===== config.mk =====
export PLATFORM = sky130hd
export DESIGN_NAME = sdram_access_scheduler
export DESIGN_NICKNAME = d
export VERILOG_FILES = /design/src/rtl/sdram_access_scheduler.sv
export SDC_FILE = /design/constraint.sdc
export NUM_CORES = 1
export LEC_CHECK = 0
export CORE_AREA = 2 2 69 121
export CTS_CLUSTER_DIAMETER = 200
export DETAILED_ROUTE_END_ITERATION = 10
export DIE_AREA = 0 0 71 123
export GPL_TIMING_DRIVEN = 0
export PLACE_DENSITY = 0.8
export SLEW_MARGIN = 20
export SYNTH_ARGS = -nofsm -noshare
export SYNTH_HDL_FRONTEND = slang
export SYNTH_SLANG_ARGS = --single-unit

===== constraint.sdc =====
create_clock -name CLK -period 3.5 [get_ports CLK]
set_input_delay 0.35 -clock CLK [delete_from_list [all_inputs] [get_ports CLK]]
set_output_delay 0.35 -clock CLK [all_outputs]
set_load 0.005 [all_outputs]

===== src/rtl/sdram_access_scheduler.sv =====
// Arbitrates the flight-recorder write path and downlink read path onto the single
// SDRAM command port, tracks store occupancy and pulses the traversal counters' NEXT.
module sdram_access_scheduler #(
  parameter int DEPTH_LOG2     = 24,
  parameter int TIMEOUT_CYCLES = 255
) (
  input  logic        CLK,
  input  logic        RESET,
  input  logic        WR_REQ,
  input  logic        RD_REQ,
  input  logic [1:0]  BA_WR_IN,
  input  logic [12:0] ROW_WR_IN,
  input  logic [8:0]  COL_WR_IN,
  input  logic [1:0]  BA_RD_IN,
  input  logic [12:0] ROW_RD_IN,
  input  logic [8:0]  COL_RD_IN,
  input  logic        CMD_READY,
  input  logic        CMD_DONE,
  output logic        CMD_VALID,
  output logic        CMD_WRITE,
  output logic [1:0]  CMD_BA,
  output logic [12:0] CMD_ROW,
  output logic [8:0]  CMD_COL,
  output logic        WR_NEXT,
  output logic        RD_NEXT,
  output logic        WR_ACK,
  output logic        RD_ACK,
  output logic        EMPTY,
  output logic        FULL,
  output logic        OVERFLOW,
  output logic        TIMEOUT_ERR
);

  typedef enum logic [1:0] {IDLE, ISSUE, WAIT, ADVANCE} state_t;

  localparam logic [DEPTH_LOG2:0] CAPACITY = {1'b1, {DEPTH_LOG2{1'b0}}};
  localparam logic [DEPTH_LOG2:0] OCC_ONE  = {{DEPTH_LOG2{1'b0}}, 1'b1};
  localparam logic [DEPTH_LOG2:0] OCC_ZERO = '0;
  localparam logic [7:0]          TMO_LAST = 8'(TIMEOUT_CYCLES - 1);

  state_t                state;
  state_t                state_nxt;
  logic                  last_wr;
  logic [7:0]            tmo_cnt;
  logic [DEPTH_LOG2:0]   occ;
  logic [DEPTH_LOG2:0]   occ_nxt;
  logic                  wr_elig;
  logic                  rd_elig;
  logic                  grant_wr;
  logic                  grant;
  logic                  tmo_expire;
  logic                  adv_wr;
  logic                  adv_rd;
  logic [1:0]            sel_ba;
  logic [12:0]           sel_row;
  logic [8:0]            sel_col;

  always_ff @(posedge CLK or negedge RESET) begin
    if (!RESET) state <= IDLE;
    else        state <= state_nxt;
  end

  // Round-robin: on contention the requester not served last wins.
  always_comb begin
    wr_elig    = WR_REQ & ~FULL;
    rd_elig    = RD_REQ & ~EMPTY;
    grant_wr   = wr_elig & (~rd_elig | ~last_wr);
    grant      = 1'b0;
    tmo_expire = 1'b0;
    state_nxt  = state;
    case (state)
      IDLE: begin
        if (wr_elig | rd_elig) begin
          grant     = 1'b1;
          state_nxt = ISSUE;
        end
      end
      ISSUE: begin
        if (CMD_READY) state_nxt = WAIT;
      end
      WAIT: begin
        if (CMD_DONE) begin
          state_nxt = ADVANCE;
        end else if (tmo_cnt == TMO_LAST) begin
          tmo_expire = 1'b1;
          state_nxt  = IDLE;
        end
      end
      ADVANCE: state_nxt = IDLE;
      default: state_nxt = IDLE;
    endcase
  end

  always_comb begin
    sel_ba  = grant_wr ? BA_WR_IN  : BA_RD_IN;
    sel_row = grant_wr ? ROW_WR_IN : ROW_RD_IN;
    sel_col = grant_wr ? COL_WR_IN : COL_RD_IN;
  end

  // Occupancy moves only when an access completes; guards keep it from wrapping.
  always_comb begin
    adv_wr  = (state == ADVANCE) & CMD_WRITE;
    adv_rd  = (state == ADVANCE) & ~CMD_WRITE;
    occ_nxt = occ;
    if (adv_wr && occ != CAPACITY)      occ_nxt = occ + OCC_ONE;
    else if (adv_rd && occ != OCC_ZERO) occ_nxt = occ - OCC_ONE;
  end

  // Outputs are registered from the next state so they line up with it.
  always_ff @(posedge CLK or negedge RESET) begin
    if (!RESET) begin
      CMD_VALID   <= 1'b0;
      CMD_WRITE   <= 1'b0;
      CMD_BA      <= '0;
      CMD_ROW     <= '0;
      CMD_COL     <= '0;
      WR_NEXT     <= 1'b0;
      RD_NEXT     <= 1'b0;
      WR_ACK      <= 1'b0;
      RD_ACK      <= 1'b0;
      last_wr     <= 1'b0;
      tmo_cnt     <= '0;
      occ         <= '0;
      EMPTY       <= 1'b1;
      FULL        <= 1'b0;
      OVERFLOW    <= 1'b0;
      TIMEOUT_ERR <= 1'b0;
    end else begin
      CMD_VALID <= (state_nxt == ISSUE);
      if (grant) begin
        CMD_WRITE <= grant_wr;
        CMD_BA    <= sel_ba;
        CMD_ROW   <= sel_row;
        CMD_COL   <= sel_col;
        last_wr   <= grant_wr;
      end
      WR_NEXT <= (state_nxt == ADVANCE) & CMD_WRITE;
      RD_NEXT <= (state_nxt == ADVANCE) & ~CMD_WRITE;
      WR_ACK  <= (state_nxt == ADVANCE) & CMD_WRITE;
      RD_ACK  <= (state_nxt == ADVANCE) & ~CMD_WRITE;
      tmo_cnt <= (state == WAIT) ? tmo_cnt + 8'd1 : 8'd0;
      occ     <= occ_nxt;
      EMPTY   <= (occ_nxt == OCC_ZERO);
      FULL    <= (occ_nxt == CAPACITY);
      if (WR_REQ && FULL) OVERFLOW    <= 1'b1;
      if (tmo_expire)     TIMEOUT_ERR <= 1'b1;
    end
  end

endmodule


==> metrics.md, run 1 <==
| Metric | Value |
|---|---|
| Core area | 7801 sq um |
| Total Nets Final | 554 |
| # clock sinks | 67 |
| Hold Vio Cnt, Final | 0 |
| DIE AREA | 8733 sq um |
| Final setup viols | 0 |
| Netlist cell types | 61 |
| Cells after DPL | between 500 and 600 |
| Grt met2 use | 0.4141 |
| Min Clock Period, post-route | 3.291 ns |
| IO buf count | between 80 and 90 |
| Vias/cell | 5.881 |
| I/O pin cnt | 88 |
| Share of layout cells above drive strength 1 | 0.09800 |
| Clk_lat worst skew | 0.33 ns |
| Max Cap Violations | 0 |
| Vias in the first global route | 3512 |
| Tightest Pin Transition | 0.7011 ns |
| Post-synth EDFFs | 0 |
| Mean routed wirelength per cell | approximately 17 microns |
| Slowest-stage cell, CP | nor3_1 |
| Post-Synthesis Cell Area | 3787 sq um |
| Initial Utilization | 0.4855 |
| Main flop type after synthesis | dfrtp_1 |
| F_max | around 0.30 GHz |
| GPL Wtd Cong | 1.004 |
| Iteration-0 DRC Markers | 301 |
| Syn_nets | 454 |
| Remaining global-route overflow | 0 |
| Total GRT Usage | 0.2458 |
| Antenna fix cells | 0 |
| Antenna Nets Post-Route | 0 |
| Slew Viols, Final | 0 |
| Syn Area/Cell | 9.588 sq um |
| Design Area, Final | between 5000 and 6000 sq um |
| Flop and latch count out of synthesis | 67 |
| CTS tree | done |
| Fillers | between 600 and 700 |
| Die height | 123 microns |
| Pin count of the biggest net entering global routing | 51 |
| Initial antenna violation count | 0 |
| Clock slew seen by the registers of the worst setup and hold paths | 0.06 ns |
| Worst Skew | roughly 0.0047 ns |
| Core Rows | 43 |
| Initial DRT Pass Iterations | 7 |
| Placed cell area | 4796 sq um |
| Pwr/cell area | 766.0 nW/um^2 |
| Htree depth | 3 |
| Clock buffer depth | 2 |
| Fin crit share | 0.9403 |
| Crit-path most repeated cell | nor4_1 |
| CP Launch Type | flip-flop |
| Die Width | 71 microns |
| FFs w/ async S/R, synth | 1.000 |
| Max FO, Critical Path | 7 |
| Area share of the largest cell type after synthesis | 0.4361 |
| Worst VDD drop | 0.4389 mV |
| Highest cell delay on the worst timing path | 0.57 ns |
| Synth area leader | dfrtp_1 |
| Post-route setup TNS | 0 ns |
| Post-synthesis sequential area ratio | 0.4430 |
| Status | finished clean |
| HP Class | in -> async |
| Unrepaired setup endpoints after global routing | false |
| Worst-path cell chain | or3_1, nor3_1, o211ai_2, o32ai_1, xor2_1, nor4_1, nand4b_1, nor4_1 |
| Critical Path RT | roughly 3.7 ns |
| Hpwl dp | 7.634 mm |
| Leak | 2.248 nW |
| First-pass GRT wire length | 16.59 mm |
| DRC | 0 |
| M1 GR Usage | 0.2647 |
| Via count | about 3500 |
| Rel. slew slack | 0.5283 |
| Kind of critical path | reg -> reg |
| Met3 Use GR | 0.07009 |
| Clock root buffer | clkbuf_16 |
| Routed WL | 9.915 mm |
| Ys Warns | 0 |
| Largest cells by area after synthesis | dfrtp_1 (44%), mux2i_1 (6.3%), nand2_1 (4.7%), o21ai_0 (4.5%), xor2_1 (3.5%) |
| TritonCTS buffer count | 9 |
| Area grow syn2layout | 34.42% |
| Cell count after synthesis | 395 |
| CP Data Arrival Time | about 3.5 ns |
| GRT busiest layer | met2 |
| Setup crit end kind | flip-flop |
| Finished Layout Cells | around 600 |
[synth_stat cells, types with 6 or more instances]
cell type,n
nand4_1,6
dfrtp_1,66
nand3_1,15
buf_2,7
nor2_1,27
mux2i_1,24
inv_1,8
xor2_1,15
o21ai_0,34
nor4_1,7
nor3_1,10
xnor2_1,10
nand2_1,47
clkbuf_1,12
and3_1,9
a21oi_1,11
[sequential cells by signal, indices dropped and copies added, names as in the netlist, 2 cells and up]
name and count:
state 2, CMD_ROW 13, CMD_BA 2, tmo_cnt 8, occ 25, CMD_COL 9
[stage by stage]
stage          setup slack (ns)  power, mW  hold slack, ns    util
6_report                 0.2091      3.900          0.4307  0.6526
5_1_grt                 0.01800      4.167          0.4709  0.6526
4_1_cts                  0.1230      3.909          0.4357  0.6518
3_5_place_dp             0.1857      3.047          0.2489  0.6148
3_3_place_gp            -0.1190      3.001          0.4383  0.6115
2_1_floorplan             1.082      2.323         0.05441       -
[final cells by class]
cell class / count / area, sq um / share of cell area
Clock buffer: 10 / 239.0 / 0.04694
Timing Repair Buffer: 89 / 905.9 / 0.1779
Clock inverter: 6 / 40.04 / 0.007864
Buffer: 21 / 95.09 / 0.01868
Inverter: 8 / 30.03 / 0.005898
Multi-Input combinational cell: 299 / 1991 / 0.3910
Sequential cell: 67 / 1678 / 0.3296
Tap cell: 90 / 112.6 / 0.02212
[placed cells by master, fill, tap and decap left out, types with 3 or more instances in the layout]
cell type         n
nand2b_1          3
a21oi_1          11
inv_1             8
clkinv_2          3
xor2_1           15
or3_1             3
nor3b_1           3
nand4b_1          4
nand4_1           6
o211ai_1          3
a31oi_1           5
buf_2             7
nand2_1          47
clkdlybuf4s50_1  86
nor3_1           10
ha_1              5
or4_1             3
nor2b_1           4
nor4_2            5
buf_4             3
clkbuf_16         9
and3_1            9
nor4_1            6
dfrtp_1          66
nand3_1          15
xnor2_1          10
mux2i_1          24
nor2_1           27
clkbuf_1         12
o21ai_0          34
and4_1            5
o22ai_1           3
[worst max-delay path: cells and delay by family, from the launching register on]
| family | cells | cell delay (ns) |
|---|---|---|
| xor gates and xnor gates | 1 | 0.20 |
| AOI/OAI and AO/OA | 2 | 0.63 |
| and+or+nand+nor | 5 | 1.88 |
| DFF | 1 | 0.47 |
[layer usage]
layer	vias to the layer above	part of all wire
li1	1641	-
met1	1645	0.36
met2	154	0.52
met3	30	0.072
met4	0	0.051
met5	-	0
[kinds of logic after synthesis]
logic type,after synthesis,synth area share
XOR/XNOR,25,0.05781
multiplexers,25,0.06640
AND/OR/NAND/NOR,165,0.2484
flip-flops,67,0.4430
buffers and inverters,29,0.03303
AO/OA/AOI/OAI,79,0.1348
adder cells (fa/ha/maj),5,0.01652
[power breakdown]
group | total, mW | switching (mW) | leakage, nW | internal, mW
Combinational | 1.70 | 0.905 | 1.25 | 0.797
Sequential | 1.36 | 0.286 | 0.863 | 1.07
Clock | 0.840 | 0.342 | 0.139 | 0.498
[what timing repair did]
action | 4_1_cts | 5_1_grt
hold buffers | 1 | 0
resized for setup | 0 | 1
setup endpoints to repair | 0 | 2
setup buffers | 0 | 0
endpoints found under the hold margin | 17 | 0
[path summary, 6_finish.rpt]
check | slack, ns | cells after the start | start | endpoint
setup / recovery | 0.21 | 8 | occ[4]$_DFF_PN0_ | EMPTY$_DFF_PN1_
hold / removal | 0.43 | 2 | RESET | occ[22]$_DFF_PN0_
setup reg to reg | 0.21 | 8 | occ[4]$_DFF_PN0_ | EMPTY$_DFF_PN1_
hold reg to reg | 0.47 | 1 | OVERFLOW$_DFFE_PN0P_ | OVERFLOW$_DFFE_PN0P_
max in group asynchronous | 2.50 | 3 | RESET | EMPTY$_DFF_PN1_
min in group CLK | 0.47 | 1 | OVERFLOW$_DFFE_PN0P_ | OVERFLOW$_DFFE_PN0P_
No activity file was read; power rests on OpenSTA's default activity.
==> run 2: changes to the inputs <==
--- a/config.mk
+++ b/config.mk
@@ -5,12 +5,14 @@
 export SDC_FILE = /design/constraint.sdc
 export NUM_CORES = 1
 export LEC_CHECK = 0
-export CORE_AREA = 2 2 69 121
+export CAP_MARGIN = 20
+export CORE_AREA = 2 2 88 154
 export CTS_CLUSTER_DIAMETER = 200
 export DETAILED_ROUTE_END_ITERATION = 10
-export DIE_AREA = 0 0 71 123
+export DIE_AREA = 0 0 90 156
+export DONT_BUFFER_PORTS = 1
 export GPL_TIMING_DRIVEN = 0
-export PLACE_DENSITY = 0.8
+export PLACE_DENSITY = 0.45
 export SLEW_MARGIN = 20
 export SYNTH_ARGS = -nofsm -noshare
 export SYNTH_HDL_FRONTEND = slang
==> metrics.md, run 2 (synthesis results as in run 1) <==
| Metric | Value |
|---|---|
| Fin crit share | 0.9038 (was 0.9403) |
| Core area | 12800 sq um (was 7801 sq um) |
| CP Launch Type | flip-flop (unchanged) |
| Iteration-0 DRC Markers | 176 (was 301) |
| Worst setup path startpoint | occ[5]$_DFF_PN0_ (was occ[4]$_DFF_PN0_) |
| Critical Path RT | 3.74 ns (about the same) |
| Initial DRT Pass Iterations | 4 (was 7) |
| Core Util, Final | 0.3396 (was 0.6526) |
| Placed cell area | 4001 sq um (was 4796 sq um) |
| Die Width | 90 microns (was 71 microns) |
| Most common cell after layout, fill and taps aside | dfrtp_1 (was clkdlybuf4s50_1) |
| CP Data Arrival Time | 3.41 ns (was 3.53 ns) |
| Via count | 3078 (was 3470) |
| Core Rows | 55 (was 43) |
| Die height | 156 microns (was 123 microns) |
| # clock sinks | 67 (unchanged) |
| Cells after DPL | 566 (was 573) |
| DIE AREA | 14040 sq um (was 8733 sq um) |
| Finished Layout Cells | 584 (was 590) |
| Routed WL | 10.51 mm (was 9.915 mm) |
| Leak | 1.918 nW (was 2.248 nW) |
| Min Clock Period, post-route | 3.163 ns (was 3.291 ns) |
| Total Nets Final | 467 (was 554) |
| Antenna Nets Post-Route | 0 (unchanged) |
| Antenna fix cells | 0 (unchanged) |
| CTS tree | done (unchanged) |
| GPL Wtd Cong | 0.8295 (was 1.004) |
| Post-CTS setup buffer count | 0 (unchanged) |
| TritonCTS buffer count | 9 (unchanged) |
| Vias in the first global route | 3156 (was 3512) |
| Share of layout cells above drive strength 1 | 0.1162 (was 0.09800) |
| Area grow syn2layout | 14.77% (was 34.42%) |
| Pin count of the biggest net entering global routing | 68 (was 51) |
| Vias/cell | 5.271 (was 5.881) |
| Initial antenna violation count | 0 (unchanged) |
| Top Registers | occ x25, CMD_ROW x13, CMD_COL x9 (unchanged) |
| Mean routed wirelength per cell | 17.99 microns (was 16.81 microns) |
| Final setup viols | 0 (unchanged) |
| Worst Skew | 0.006616 ns (was 0.004684 ns) |
| First-pass GRT wire length | 16.93 mm (was 16.59 mm) |
| Clk_lat worst skew | 0.34 ns (was 0.33 ns) |
| IO buf count | 0 (was 87) |
| I/O pin cnt | 88 (unchanged) |
| Clock root buffer | clkbuf_16 (unchanged) |
| Hold Vio Cnt, Final | 0 (unchanged) |
| Hpwl dp | 7.916 mm (was 7.634 mm) |
| Slew Viols, Final | 0 (unchanged) |
| Most frequent cells in the layout | dfrtp_1 (66), nand2_1 (47), o21ai_0 (34) (was clkdlybuf4s50_1 (86), dfrtp_1 (66), nand2_1 (47)) |
| Power, Total | 3.666 mW (was 3.900 mW) |
| Clock buffer depth | 2 (unchanged) |
| Setup crit end kind | flip-flop (unchanged) |
| Unrepaired setup endpoints after global routing | false (unchanged) |
| Initial Utilization | 0.2959 (was 0.4855) |
| Worst VDD drop | 0.4520 mV (was 0.4389 mV) |
| Status | finished clean (unchanged) |
| Design Area, Final | 4347 sq um (was 5091 sq um) |
| Kind of critical path | reg -> reg (unchanged) |
| Min-Delay Startpoint | WR_REQ |
| DRC | 0 (unchanged) |
| Total GRT Usage | 0.1545 (was 0.2458) |
| Dpl ws | 0.1121 ns (was 0.1857 ns) |
| Tightest Pin Transition | 0.7176 ns (was 0.7011 ns) |
| Max Cap Violations | 0 (unchanged) |
| Htree depth | 3 (unchanged) |
| HP Class | in -> reg (was in -> async) |
| Max FO, Critical Path | 6 (was 7) |
| Rel. slew slack | 0.5216 (was 0.5283) |
| Setup ws final | 0.3366 ns (was 0.2091 ns) |
| Remaining global-route overflow | 0 (unchanged) |
| Worst hold slack | 0.1289 ns (was 0.4307 ns) |
| Pwr/cell area | 843.4 nW/um^2 (was 766.0 nW/um^2) |
| Reg with most FFs | occ (unchanged) |
| F_max | 0.3161 GHz (was 0.3039 GHz) |
| Clock slew seen by the registers of the worst setup and hold paths | 0.06 ns (about the same) |
| Reg2reg start | occ[5]$_DFF_PN0_ (was occ[4]$_DFF_PN0_) |
| Post-route setup TNS | 0 ns (unchanged) |
| Max FFs per register | 25 (unchanged) |
==> run 2: worst paths after layout <==
kind                                   endpoint  slack [ns]  depth (start not counted)
max in group asynchronous       EMPTY$_DFF_PN1_        2.61                          2
setup reg to reg                EMPTY$_DFF_PN1_        0.34                          8
setup / recovery                EMPTY$_DFF_PN1_        0.34                          8
hold / removal             OVERFLOW$_DFFE_PN0P_        0.13                          1
min in group asynchronous     occ[13]$_DFF_PN0_        0.56                          2
hold reg to reg            OVERFLOW$_DFFE_PN0P_        0.51                          1
==> run 2: cell type report <==
class,instances,area (sq um)
Tap cell,171,214.0
Multi-Input combinational cell,299,1991
Fill cell,1371,8453
Inverter,8,30.03
Timing Repair Buffer,2,37.54
Clock inverter,7,76.32
Clock buffer,9,225.2
Buffer,21,95.09
Sequential cell,67,1678
==> run 2: power breakdown <==
group / switching (mW) / total, mW / internal, mW
sequential: 0.333 / 1.40 / 1.07
combinational: 0.835 / 1.33 / 0.499
clock: 0.372 / 0.928 / 0.556
total: 1.54 / 3.67 / 2.13
==> run 2: layer usage <==
layer	up-vias	wire, microns	global-route usage
li1	1464	-	-
met1	1470	3710	0.1513
met2	117	5702	0.2882
met3	27	617	0.04010
met4	0	478	0.09304
met5	-	0	0
==> run 2: what timing repair did <==
action / CTS / global route
endpoints found under the hold margin: 67 / 0
resized for setup: 0 / 1
endpoints found under the setup margin: 0 / 2
hold buffers: 2 / 0
==> run 2: worst max-delay path, cell delays in order, from the launching register on <==
cell	delay, ns
dfrtp_1	0.44
or3_1	0.44
nor3_1	0.60
o211ai_2	0.29
o32ai_1	0.32
xor2_1	0.17
nor4_1	0.35
nand4b_1	0.18
nor4_1	0.27
